**config.mk**
```make
export PLATFORM = sky130hd
export DESIGN_NAME = avmm_burst_master
export DESIGN_NICKNAME = d
export VERILOG_FILES = /design/src/rtl/avmm_burst_master.sv
export SDC_FILE = /design/constraint.sdc
export NUM_CORES = 1
export LEC_CHECK = 0
export ABC_AREA = 1
export CELL_PAD_IN_SITES_DETAIL_PLACEMENT = 1
export CELL_PAD_IN_SITES_GLOBAL_PLACEMENT = 2
export CORE_AREA = 2 2 132 134
export DETAILED_ROUTE_END_ITERATION = 10
export DIE_AREA = 0 0 134 136
export PLACE_DENSITY_LB_ADDON = 0.1
export SLEW_MARGIN = 20
export SYNTH_ARGS = -nofsm -noshare
export SYNTH_HDL_FRONTEND = slang
export SYNTH_SLANG_ARGS = --single-unit
```
**constraint.sdc**
```tcl
create_clock -name clk_i -period 2.3 [get_ports clk_i]
set_clock_uncertainty 0.1 [all_clocks]
set_input_delay 0.46 -clock clk_i [delete_from_list [all_inputs] [get_ports clk_i]]
set_output_delay 0.46 -clock clk_i [all_outputs]
set_load 0.01 [all_outputs]
```
**src/rtl/avmm_burst_master.sv**
```systemverilog
// Avalon-MM burst master: issues one write or read burst (1..16 beats) per
// accepted local command. Write beats are pulled from a valid/ready stream,
// read beats are returned on a registered valid-only stream.
//
// Optional read watchdog: define AVMM_BURST_MASTER_TIMEOUT_EN to abort a read
// burst after TIMEOUT_CYCLES consecutive cycles without a returned beat.

module avmm_burst_master #(
    parameter int unsigned DW             = 32,
    parameter int unsigned AW             = 16,
    parameter int unsigned TIMEOUT_CYCLES = 64
) (
    input  logic          clk_i,
    input  logic          rst_n,
    // Local command interface
    input  logic          cmd_valid,
    output logic          cmd_ready,
    input  logic          cmd_write,
    input  logic [AW-1:0] cmd_address,
    input  logic [4:0]    cmd_burstcount,
    // Write beat stream
    input  logic [DW-1:0] wr_data,
    input  logic          wr_valid,
    output logic          wr_ready,
    // Read beat stream
    output logic [DW-1:0] rd_data,
    output logic          rd_valid,
    // Status
    output logic          done_o,
    output logic          err_o,
    output logic          busy_o,
    // Avalon-MM master port
    output logic [AW-1:0] avm_address,
    output logic          avm_beginbursttransfer,
    output logic [4:0]    avm_burstcount,
    output logic          avm_read,
    output logic          avm_write,
    output logic [DW-1:0] avm_writedata,
    input  logic          avm_readdatavalid,
    input  logic [DW-1:0] avm_readdata,
    input  logic          avm_waitrequest
);

    typedef enum logic [1:0] {
        StIdle,
        StWrBurst,
        StRdReq,
        StRdData
    } state_e;

    state_e        state_q;
    logic [4:0]    beat_cnt_q;
    logic          cmd_ready_q;
    logic          busy_q;
    logic          done_q;
    logic          err_q;
    logic          rd_valid_q;
    logic [DW-1:0] rd_data_q;
    logic [AW-1:0] avm_address_q;
    logic [4:0]    avm_burstcount_q;
    logic          avm_read_q;
    logic          begin_q;

    logic          cmd_accept;
    logic          cmd_legal;
    logic          wr_beat;
    logic          last_beat;

`ifdef AVMM_BURST_MASTER_TIMEOUT_EN
    // Watchdog only needs to represent 0..TIMEOUT_CYCLES-1.
    localparam int unsigned WdW = (TIMEOUT_CYCLES < 2) ? 1 : $clog2(TIMEOUT_CYCLES);
    logic [WdW-1:0] wd_q;
    logic           wd_expired;

    assign wd_expired = (wd_q == WdW'(TIMEOUT_CYCLES - 1));
`else
    logic unused_timeout;

    assign unused_timeout = ^TIMEOUT_CYCLES;
`endif

    // Command handshake and burst beat qualifiers.
    assign cmd_accept = cmd_valid && cmd_ready_q;
    assign cmd_legal  = (cmd_burstcount != 5'd0) && (cmd_burstcount <= 5'd16);
    assign wr_beat    = (state_q == StWrBurst) && wr_valid && !avm_waitrequest;
    assign last_beat  = (beat_cnt_q == (avm_burstcount_q - 5'd1));

    // Write path is a pass-through of the local stream while bursting.
    assign avm_write     = (state_q == StWrBurst) && wr_valid;
    assign wr_ready      = wr_beat;
    assign avm_writedata = wr_data;

    assign cmd_ready              = cmd_ready_q;
    assign busy_o                 = busy_q;
    assign done_o                 = done_q;
    assign err_o                  = err_q;
    assign rd_valid               = rd_valid_q;
    assign rd_data                = rd_data_q;
    assign avm_address            = avm_address_q;
    assign avm_burstcount         = avm_burstcount_q;
    assign avm_read               = avm_read_q;
    assign avm_beginbursttransfer = begin_q;

    // Burst FSM with all registered outputs; pulses default low every cycle.
    always_ff @(posedge clk_i or negedge rst_n) begin
        if (!rst_n) begin
            state_q          <= StIdle;
            beat_cnt_q       <= 5'd0;
            cmd_ready_q      <= 1'b1;
            busy_q           <= 1'b0;
            done_q           <= 1'b0;
            err_q            <= 1'b0;
            rd_valid_q       <= 1'b0;
            rd_data_q        <= '0;
            avm_address_q    <= '0;
            avm_burstcount_q <= 5'd0;
            avm_read_q       <= 1'b0;
            begin_q          <= 1'b0;
`ifdef AVMM_BURST_MASTER_TIMEOUT_EN
            wd_q             <= '0;
`endif
        end else begin
            done_q     <= 1'b0;
            err_q      <= 1'b0;
            rd_valid_q <= 1'b0;
            begin_q    <= 1'b0;

            unique case (state_q)
                StIdle: begin
                    if (cmd_accept) begin
                        if (cmd_legal) begin
                            avm_address_q    <= cmd_address;
                            avm_burstcount_q <= cmd_burstcount;
                            beat_cnt_q       <= 5'd0;
                            begin_q          <= 1'b1;
                            cmd_ready_q      <= 1'b0;
                            busy_q           <= 1'b1;
                            if (cmd_write) begin
                                state_q <= StWrBurst;
                            end else begin
                                state_q    <= StRdReq;
                                avm_read_q <= 1'b1;
                            end
                        end else begin
                            // Rejected command: report it without touching the bus.
                            done_q <= 1'b1;
                            err_q  <= 1'b1;
                        end
                    end
                end

                StWrBurst: begin
                    if (wr_beat) begin
                        if (last_beat) begin
                            state_q     <= StIdle;
                            beat_cnt_q  <= 5'd0;
                            cmd_ready_q <= 1'b1;
                            busy_q      <= 1'b0;
                            done_q      <= 1'b1;
                        end else begin
                            beat_cnt_q <= beat_cnt_q + 5'd1;
                        end
                    end
                end

                StRdReq: begin
                    if (!avm_waitrequest) begin
                        avm_read_q <= 1'b0;
                        state_q    <= StRdData;
`ifdef AVMM_BURST_MASTER_TIMEOUT_EN
                        wd_q       <= '0;
`endif
                    end
                end

                StRdData: begin
                    if (avm_readdatavalid) begin
                        rd_data_q  <= avm_readdata;
                        rd_valid_q <= 1'b1;
`ifdef AVMM_BURST_MASTER_TIMEOUT_EN
                        wd_q       <= '0;
`endif
                        if (last_beat) begin
                            state_q     <= StIdle;
                            beat_cnt_q  <= 5'd0;
                            cmd_ready_q <= 1'b1;
                            busy_q      <= 1'b0;
                            done_q      <= 1'b1;
                        end else begin
                            beat_cnt_q <= beat_cnt_q + 5'd1;
                        end
                    end
`ifdef AVMM_BURST_MASTER_TIMEOUT_EN
                    else if (wd_expired) begin
                        // Slave went quiet: abandon the remaining beats.
                        state_q     <= StIdle;
                        beat_cnt_q  <= 5'd0;
                        cmd_ready_q <= 1'b1;
                        busy_q      <= 1'b0;
                        done_q      <= 1'b1;
                        err_q       <= 1'b1;
                    end else begin
                        wd_q <= wd_q + WdW'(1);
                    end
`endif
                end

                default: begin
                    state_q <= StIdle;
                end
            endcase
        end
    end

endmodule

```
==> results.yml <==
timing:
  finalHoldViolations: 0
  period_needed_ns: 2.22
  drv_slew: 0
  tightestPinTransition_ns: 0.613
  fmax_ghz: 0.451
  setup_tns_ns: 0
  setup_ws_ns: 0.0823
  rsz0062_at_grt: "false"
  fin_crit_sh: 0.964
  whs_ns: 0.367
  slew_headroom: 0.591
  setup_viol: 0
detailed_routing:
  wl_met1_mm: 4.30
  drt_first_pass_iters: 4
  viasPerCell: 3.82
  drt-total-wl_mm: 10.0
  drcViolationCount: 0
  wl_met2_mm: 4.86
  vias: 2780
  wl_met3_um: 652
  ant_nets: 0
  top_layer: "met4"
  wl_per_cell_um: 13.8
  drtIter0Drc: 113
setup_path:
  crit_fanout: 2
  cp_top_family: "buffers and inverters"
  start_kind: "input port"
  critPathCaptureType: "primary output"
  required_ns: 1.74
  critPathBufInv: 3
  cp_common_cell: "clkdlybuf4s50_1"
  arrival_ns: 1.66
  crit_slowest_cell: "clkdlybuf4s50_1"
  worstSetupPathType: "input port to primary output"
  max_stage_delay_ns: 0.56
  crit_chain: "clkdlybuf4s50_1, inv_1, nor2_1, clkdlybuf4s50_1"
floorplanning:
  start_util: 0.187
  dieArea_mm2: 0.0182
  rows: 48
  die_width_um: 134
  die_h_um: 136
  io_pins: 186
  coreArea_mm2: 0.0169
grt:
  grt_max_degree: 33
  overflow: 0
  grt_pass1_wl_mm: 16.2
  track_usage: 0.116
  grt_antenna_before_repair: 1
  grt_pass1_vias: 3040
cts:
  path_clk_slew_ns: 0.05
  post_cts_buffers: 0
  cts_buffers: 9
  h-tree-depth: 3
  cts_tree: "done"
  clock_sinks: 67
  clk_latency_ns: 0.33
  cts_root_buf: "clkbuf_16"
  cts_buffer_depth: 2
yosys:
  synth-warning-count: 0
  synth_top_family_by_area: "simple AND/OR/NAND/NOR gates"
  synth_seq_cells: 67
  syn_nets: 491
  ys_seq_area_frac: 0.533
  synth_area_mm2: 0.00315
  synth-xor-area-share: 0.00835
  synth-adder-area-share: 0.00795
  synth_cells: 397
  synth-compound-area-share: 0.0167
  synth_mux_area_frac: 0
  syn_avg_cell_area_um2: 7.93
  synthSimpleGateAreaFrac: 0.303
  synthDistinctLibCells: 21
run:
  cap_violations: 0
placement:
  placed_cell_area_mm2: 0.00444
  dp_hpwl_mm: 7.37
  gp_congestion: 0.670
  io_buffers: 121
  post-place-ws_ns: -0.0536
final_layout:
  design_area_mm2: 0.00471
  layout.nets: 593
  area_delta_synth_final_pct: 49.7
  diodes: 0
  final_layout_size_suffix_gt1_frac: 0.0636
power_and_ir_drop:
  ir_worst_vdd_mv: 0.414
  p_leak_nw: 2.34
  powerDensity_mw_per_mm2: 1260
worst_hold_path:
  holdCritPathClass: "flop to flop"
outcome:
  outcome: "complete, no violations"
## power by group
part	total (W)	internal, W	switching (W)
clock network	0.00126	0.000748	0.000508
logic	0.00265	0.00131	0.00134
registers	0.00203	0.00170	0.000332
## cell families after synthesis
group / after synthesis
AOI/OAI and AO/OA: 9
xor gates and xnor gates: 3
adders and majority gates: 2
buffers and inverters: 70
DFF: 67
and+or+nand+nor: 246
## area by class of cell
class / count / area (um^2)
Fill cell: 1958 / 12200
Sequential cell: 67 / 1680
Timing Repair Buffer: 134 / 1330
Multi-Input combinational cell: 260 / 1060
Tap cell: 225 / 282
Clock buffer: 12 / 246
Inverter: 27 / 101
Clock inverter: 3 / 15.0
## worst paths after layout
| path | slack (ns) | depth (start not counted) | end | start |
|---|---|---|---|---|
| max | 0.08 | 4 | avm_write | wr_valid |
| min | 0.37 | 2 | rd_data[21] | rd_data[21] |
| max reg2reg | 0.35 | 11 | busy_o | avm_burstcount[0] |
| min reg2reg | 0.37 | 2 | rd_data[21] | rd_data[21] |
| max in group asynchronous | 1.00 | 3 | cmd_ready | rst_n |
| min in group asynchronous | 0.52 | 2 | rd_data[3] | rst_n |
## per-layer routing
layer,GRT usage,vias to the layer above
met5,0,-
met4,0.0603,0
met3,0.0343,15
met2,0.191,81
met1,0.137,1314
li1,-,1370
## sequential cells by signal, summed over array words and instances (netlist names)
signal                  count
avm_address                16
avm_beginbursttransfer      1
busy_o                      1
rd_data                    32
avm_burstcount              5
err_o                       1
state_q                     2
done_o                      1
rd_valid                    1
beat_cnt_q                  5
cmd_ready                   1
avm_read                    1
## tightest hold or removal path, stage by stage (launching register included)
cell     delay, ns
dfrtp_1       0.34
nand2_1       0.05
nand2_1       0.05
## stage by stage
stage | cells | utilization | total power, W
after CTS | 728 | 0.279 | 0.00610
after detailed placement | 712 | 0.263 | 0.00477
final | 728 | 0.279 | 0.00593
after global routing | 728 | 0.279 | 0.00647
after global placement | 712 | 0.263 | 0.00474
after floorplan | 397 | - | 0.00331
## layout by cell type, fill, tap and decap left out, types with 2 or more instances in the layout
| cell | count |
|---|---|
| clkbuf_16 | 9 |
| xor2_1 | 2 |
| nand4_1 | 5 |
| clkinv_2 | 3 |
| dfrtp_1 | 66 |
| buf_4 | 11 |
| clkbuf_1 | 2 |
| buf_12 | 2 |
| o21ai_0 | 5 |
| inv_1 | 25 |
| nand3_1 | 11 |
| ha_1 | 2 |
| nor2_1 | 22 |
| nand2_1 | 206 |
| clkdlybuf4s50_1 | 119 |
| inv_2 | 2 |
## repair_timing
item,in CTS,in global routing
resized for setup,1,0
hold buffers,1,0
hold endpoints to repair,29,0
setup endpoints to repair,1,0
## synth_stat cells, drive strengths merged
cell / n / area [um^2]
o22ai: 1 / 6.26
ha: 2 / 25.0
nand4: 5 / 31.3
dfstp: 1 / 26.3
nand3: 11 / 55.1
xnor2: 1 / 8.76
o211ai: 1 / 7.51
inv: 27 / 101
o21ai: 7 / 38.8
nor2: 23 / 88.8
xor2: 2 / 17.5
nand2: 207 / 780
buf: 43 / 310
dfrtp: 66 / 1650
Note: power is estimated with default switching activity, not from simulation.
==> edit 1: new RTL, same settings <==
Add a define of `AVMM_BURST_MASTER_TIMEOUT_EN`.
--- a/src/rtl/avmm_burst_master.sv
+++ b/src/rtl/avmm_burst_master.sv
@@ -4,6 +4,8 @@
 //
 // Optional read watchdog: define AVMM_BURST_MASTER_TIMEOUT_EN to abort a read
 // burst after TIMEOUT_CYCLES consecutive cycles without a returned beat.
+
+`define AVMM_BURST_MASTER_TIMEOUT_EN
 
 module avmm_burst_master #(
     parameter int unsigned DW             = 32,
Behaviour: same outputs for any inputs over 4 cycles, from zero or initial values and one cycle with rst_n low; that may be too few to reach the edited logic, so the function may still have changed.
==> edit 1 against the unedited design <==
- setup slack improved by 200 ps
- core utilization is 3.3 points higher
- synthesized area up 17%
- wire length up 6.8%
- sequential cell count grew 6
- power up 7.9%
- clock power increased by 17%
- fmax is 9.9% higher
- global-route usage up 0.95 points
- register-to-register slack better by 100 ps
- final cell count up 7.7%
- final area grew 12%
- critical endpoint is now wr_ready
==> edit 1: results <==
[cells_and_area]
num_antenna_cells = 0
nFillCells = 1976
final_layout_size_suffix_gt1_frac = 0.0948
nNetsFinal = 654

[placement]
dp_slack_ps = 97.5
globalplace.congestion = 0.686
hpwl_mm = 7.78

[drt]
drtPass1Iterations = 4
routedWlPerCell_um = 13.7
drt_iter0_markers = 75
vias = 3136

[critical_path]
slowest_delay_ps = 390
reg2regPathDepth = 7
r2r_start = state_q[0]
r2r_slack_ps = 450
critPathLaunch = state_q[1]
path_max_fanout = 3
critPathCapture = wr_ready
crit_slowest_cell = dfrtp_1
r2r_end = avm_address[5]

[synthesis]
synth_area_leaders = dfrtp_1 49%, nand2_1 22%, buf_4 6.5%
synth_nets = 555
synthArstFlopShare = 1.00
netlist_top_cells_count = 211 x nand2_1, 72 x dfrtp_1, 32 x buf_4, 30 x inv_1, 18 x nor2_1
synth-seq-area-share = 0.497
synth.distinct_cells = 30
yosys_warnings = 0

[clocking]
cts.htree.levels = 3
clk_pin_slew_ps = 60

[timing]
fmax_ghz = 0.496
relSlewSlack = 0.712

[global_routing]
grt_use_total = 0.126
grt_antenna_before_repair = 0
grt_pass1_wl_mm = 17.8
grt_max_degree = 74
first_global_vias = 3380

[power]
p_leak_nw = 2.56
peakVddDrop_mv = 0.354
switchingPower_w = 0.00236

[status]
outcome = complete, no violations

[hold_path]
hold_class = input pin to asynchronous set/reset pin
-- edit 1: cell count changes in the layout (fill, tap and decap cells not counted), sizes merged, moves of 2 or more --
cell | unedited run | this run
nand2 | 207 | 218
o21ai | 7 | 17
inv | 27 | 36
a21oi | 0 | 8
nand3 | 11 | 18
dfrtp | 66 | 72
ha | 2 | 8
nand4 | 5 | 1
nor2 | 23 | 27
buf | 13 | 10
nand3b | 0 | 3
clkbuf | 12 | 10
-- edit 1: kinds of logic after synthesis --
kind of cell / synth area share
adder cells (fa/ha/maj): 0.0272
XOR/XNOR: 0.00715
flip-flops: 0.497
AND/OR/NAND/NOR: 0.312
buffers and inverters: 0.120
AO/OA/AOI/OAI: 0.0371
-- edit 1: how the worst min path moves through the flow --
| stage | endpoint | cells after the start |
|---|---|---|
| 3_5_place_dp | avm_address[3] | 2 |
| 3_3_place_gp | avm_address[14] | 2 |
| 6_report | avm_address[11] | 2 |
| 2_1_floorplan | avm_address[0] | 0 |
| 5_1_grt | avm_address[1] | 2 |
| 4_1_cts | rd_data[10] | 2 |
-- edit 1: critical path, delay by kind of cell, from the launching register on --
| kind | cells | cell delay (ps) |
|---|---|---|
| buffers and inverters | 2 | 360 |
| AND/OR/NAND/NOR | 2 | 180 |
| adder cells (fa/ha/maj) | 1 | 190 |
| flip-flops | 1 | 390 |
-- edit 1: timing repair --
| action | CTS | global route |
|---|---|---|
| gates resized for setup | 1 | 2 |
| cloned | 0 | 0 |
| buffers inserted | 1 | 0 |
| endpoints found under the setup margin | 2 | 1 |
| pin swaps | 0 | 0 |
-- edit 1: layout make-up --
type / count / share of cell area
Clock buffer: 10 / 0.0454
Clock inverter: 6 / 0.0138
Inverter: 35 / 0.0254
Multi-Input combinational cell: 305 / 0.268
Sequential cell: 73 / 0.347
Tap cell: 225 / 0.0534
Timing Repair Buffer: 130 / 0.247
-- edit 1: per-stage QoR --
stage | area (µm²) | hold WS [ps] | total power (W) | instances
after floorplan | 3670 | 64.4 | 0.00355 | 455
after global placement | 4940 | 353 | 0.00496 | 767
after detailed placement | 4940 | 357 | 0.00500 | 767
after CTS | 5260 | 52.5 | 0.00656 | 784
after global routing | 5270 | 64.2 | 0.00696 | 784
final | 5270 | 32.6 | 0.00640 | 784
-- edit 1: power by group through the flow --
stage / clock [W] / sequential (W) / combinational, W
global placement: 0 / 0.00209 / 0.00287
detailed placement: 0 / 0.00210 / 0.00290
floorplan: 0 / 0.00227 / 0.00128
global route: 0.00159 / 0.00215 / 0.00321
finish: 0.00147 / 0.00207 / 0.00286
CTS: 0.00154 / 0.00208 / 0.00294
-- edit 1: layer usage --
metal,up-vias,global-route usage,share of wire
met3,14,0.0500,0.082
li1,1555,-,-
met4,0,0.0544,0.017
met1,1473,0.150,0.45
met5,-,0,0
met2,94,0.200,0.45
==> edit 2: new RTL, same settings <==
Without the edit above. Register the output `err_o` once more, cleared by the reset; this adds one clock of latency there. The other outputs are not delayed to match.
--- a/src/rtl/avmm_burst_master.sv
+++ b/src/rtl/avmm_burst_master.sv
@@ -93,7 +93,13 @@
     assign cmd_ready              = cmd_ready_q;
     assign busy_o                 = busy_q;
     assign done_o                 = done_q;
-    assign err_o                  = err_q;
+    always_ff @(posedge clk_i or negedge rst_n) begin
+        if (!rst_n) begin
+            err_o <= '0;
+        end else begin
+            err_o <= err_q;
+        end
+    end
     assign rd_valid               = rd_valid_q;
     assign rd_data                = rd_data_q;
     assign avm_address            = avm_address_q;
Function: changed (Yosys sat finds a counterexample within 4 cycles, from zero or initial values and one cycle with rst_n low).
==> edit 2 against the unedited design <==
- sequential cell count up 1
- setup slack improved by 160 ps
- critical endpoint is now wr_ready
- hold slack lost 110 ps
- power shrank 20%
- wire length decreased by 1.5%
- final area is 2.0% higher
- clock power up 14%
- synthesized area up 2.2%
==> edit 2: results <==
[status]
outcome = complete, no violations

[cells_and_area]
n_all_inverters = 22
multi_input_area_um2 = 1130
seqCellArea_um2 = 1700
nNetsFinal = 588
clockNetworkAreaShare = 0.0632
multi_input_gates = 261
fin_cells = 724
nFillCells = 1972
n_all_buffers = 132
buffer_area_frac = 0.272

[synthesis]
netlist_top_cells_count = 204 x nand2_1, 67 x dfrtp_1, 34 x buf_4, 18 x inv_1, 15 x nor2_1
synth_nets = 487
synth.distinct_cells = 28
synth-seq-area-share = 0.529
synth_area_leaders = dfrtp_1 52%, nand2_1 24%, buf_4 7.9%

[global_routing]
grt_pass1_wl_mm = 15.9
grt_antenna_before_repair = 0
grt_use_total = 0.114
first_global_vias = 2942
grt_max_degree = 53

[critical_path]
r2r_end = state_q[1]
critPathCapture = wr_ready
worstPathArrival_ps = 1500
reg2regPathDepth = 13
critPathTopFamily = buffers and inverters

[timing]
whs_ps = 254
tightestPinTransition_ps = 596
min_period_ps = 2060

[placement]
dp_slack_ps = -72.9
dp.cells = 707
dpl_cell_area_um2 = 4490
globalplace.congestion = 0.694
hpwl_mm = 7.11

[hold_path]
holdPathEnd = err_o
hp-start = err_q

[power]
peakVddDrop_mv = 0.304
p_leak_nw = 2.37

[drt]
vias_per_cell = 3.84
routedWlPerCell_um = 13.6

[clocking]
clkSinkCount = 68
edit 2: cell count changes after synthesis, moves of 2 or more:
cell     unedited run  this run
inv_1              25        18
nor2_1             22        15
a21oi_1             0         2
nand2_1           206       204
nand2_2             1         3
nand4_1             5         3
nor2_2              1         3
nor2_4              0         2
edit 2: cells by family (layout without fill, tap and decap cells):
group	after synthesis	in the layout	share of synthesized area
buffers and inverters	64	170	0.119
adder cells (fa/ha/maj)	2	2	0.00778
flip-flops	68	68	0.529
AND/OR/NAND/NOR	243	243	0.306
AO/OA/AOI/OAI	13	13	0.0288
XOR/XNOR	3	3	0.00817
edit 2: routing by layer:
metal | global-route usage | wire length (µm) | vias up
li1 | - | - | 1366
met1 | 0.142 | 4570 | 1298
met2 | 0.175 | 4360 | 101
met3 | 0.0488 | 822 | 13
met4 | 0.0408 | 117 | 0
met5 | 0 | 0 | -
edit 2: power by group:
part | internal [W] | switching, W
sequential | 0.00151 | 0.000210
combinational | 0.000800 | 0.000766
clock | 0.000896 | 0.000546
total | 0.00320 | 0.00152
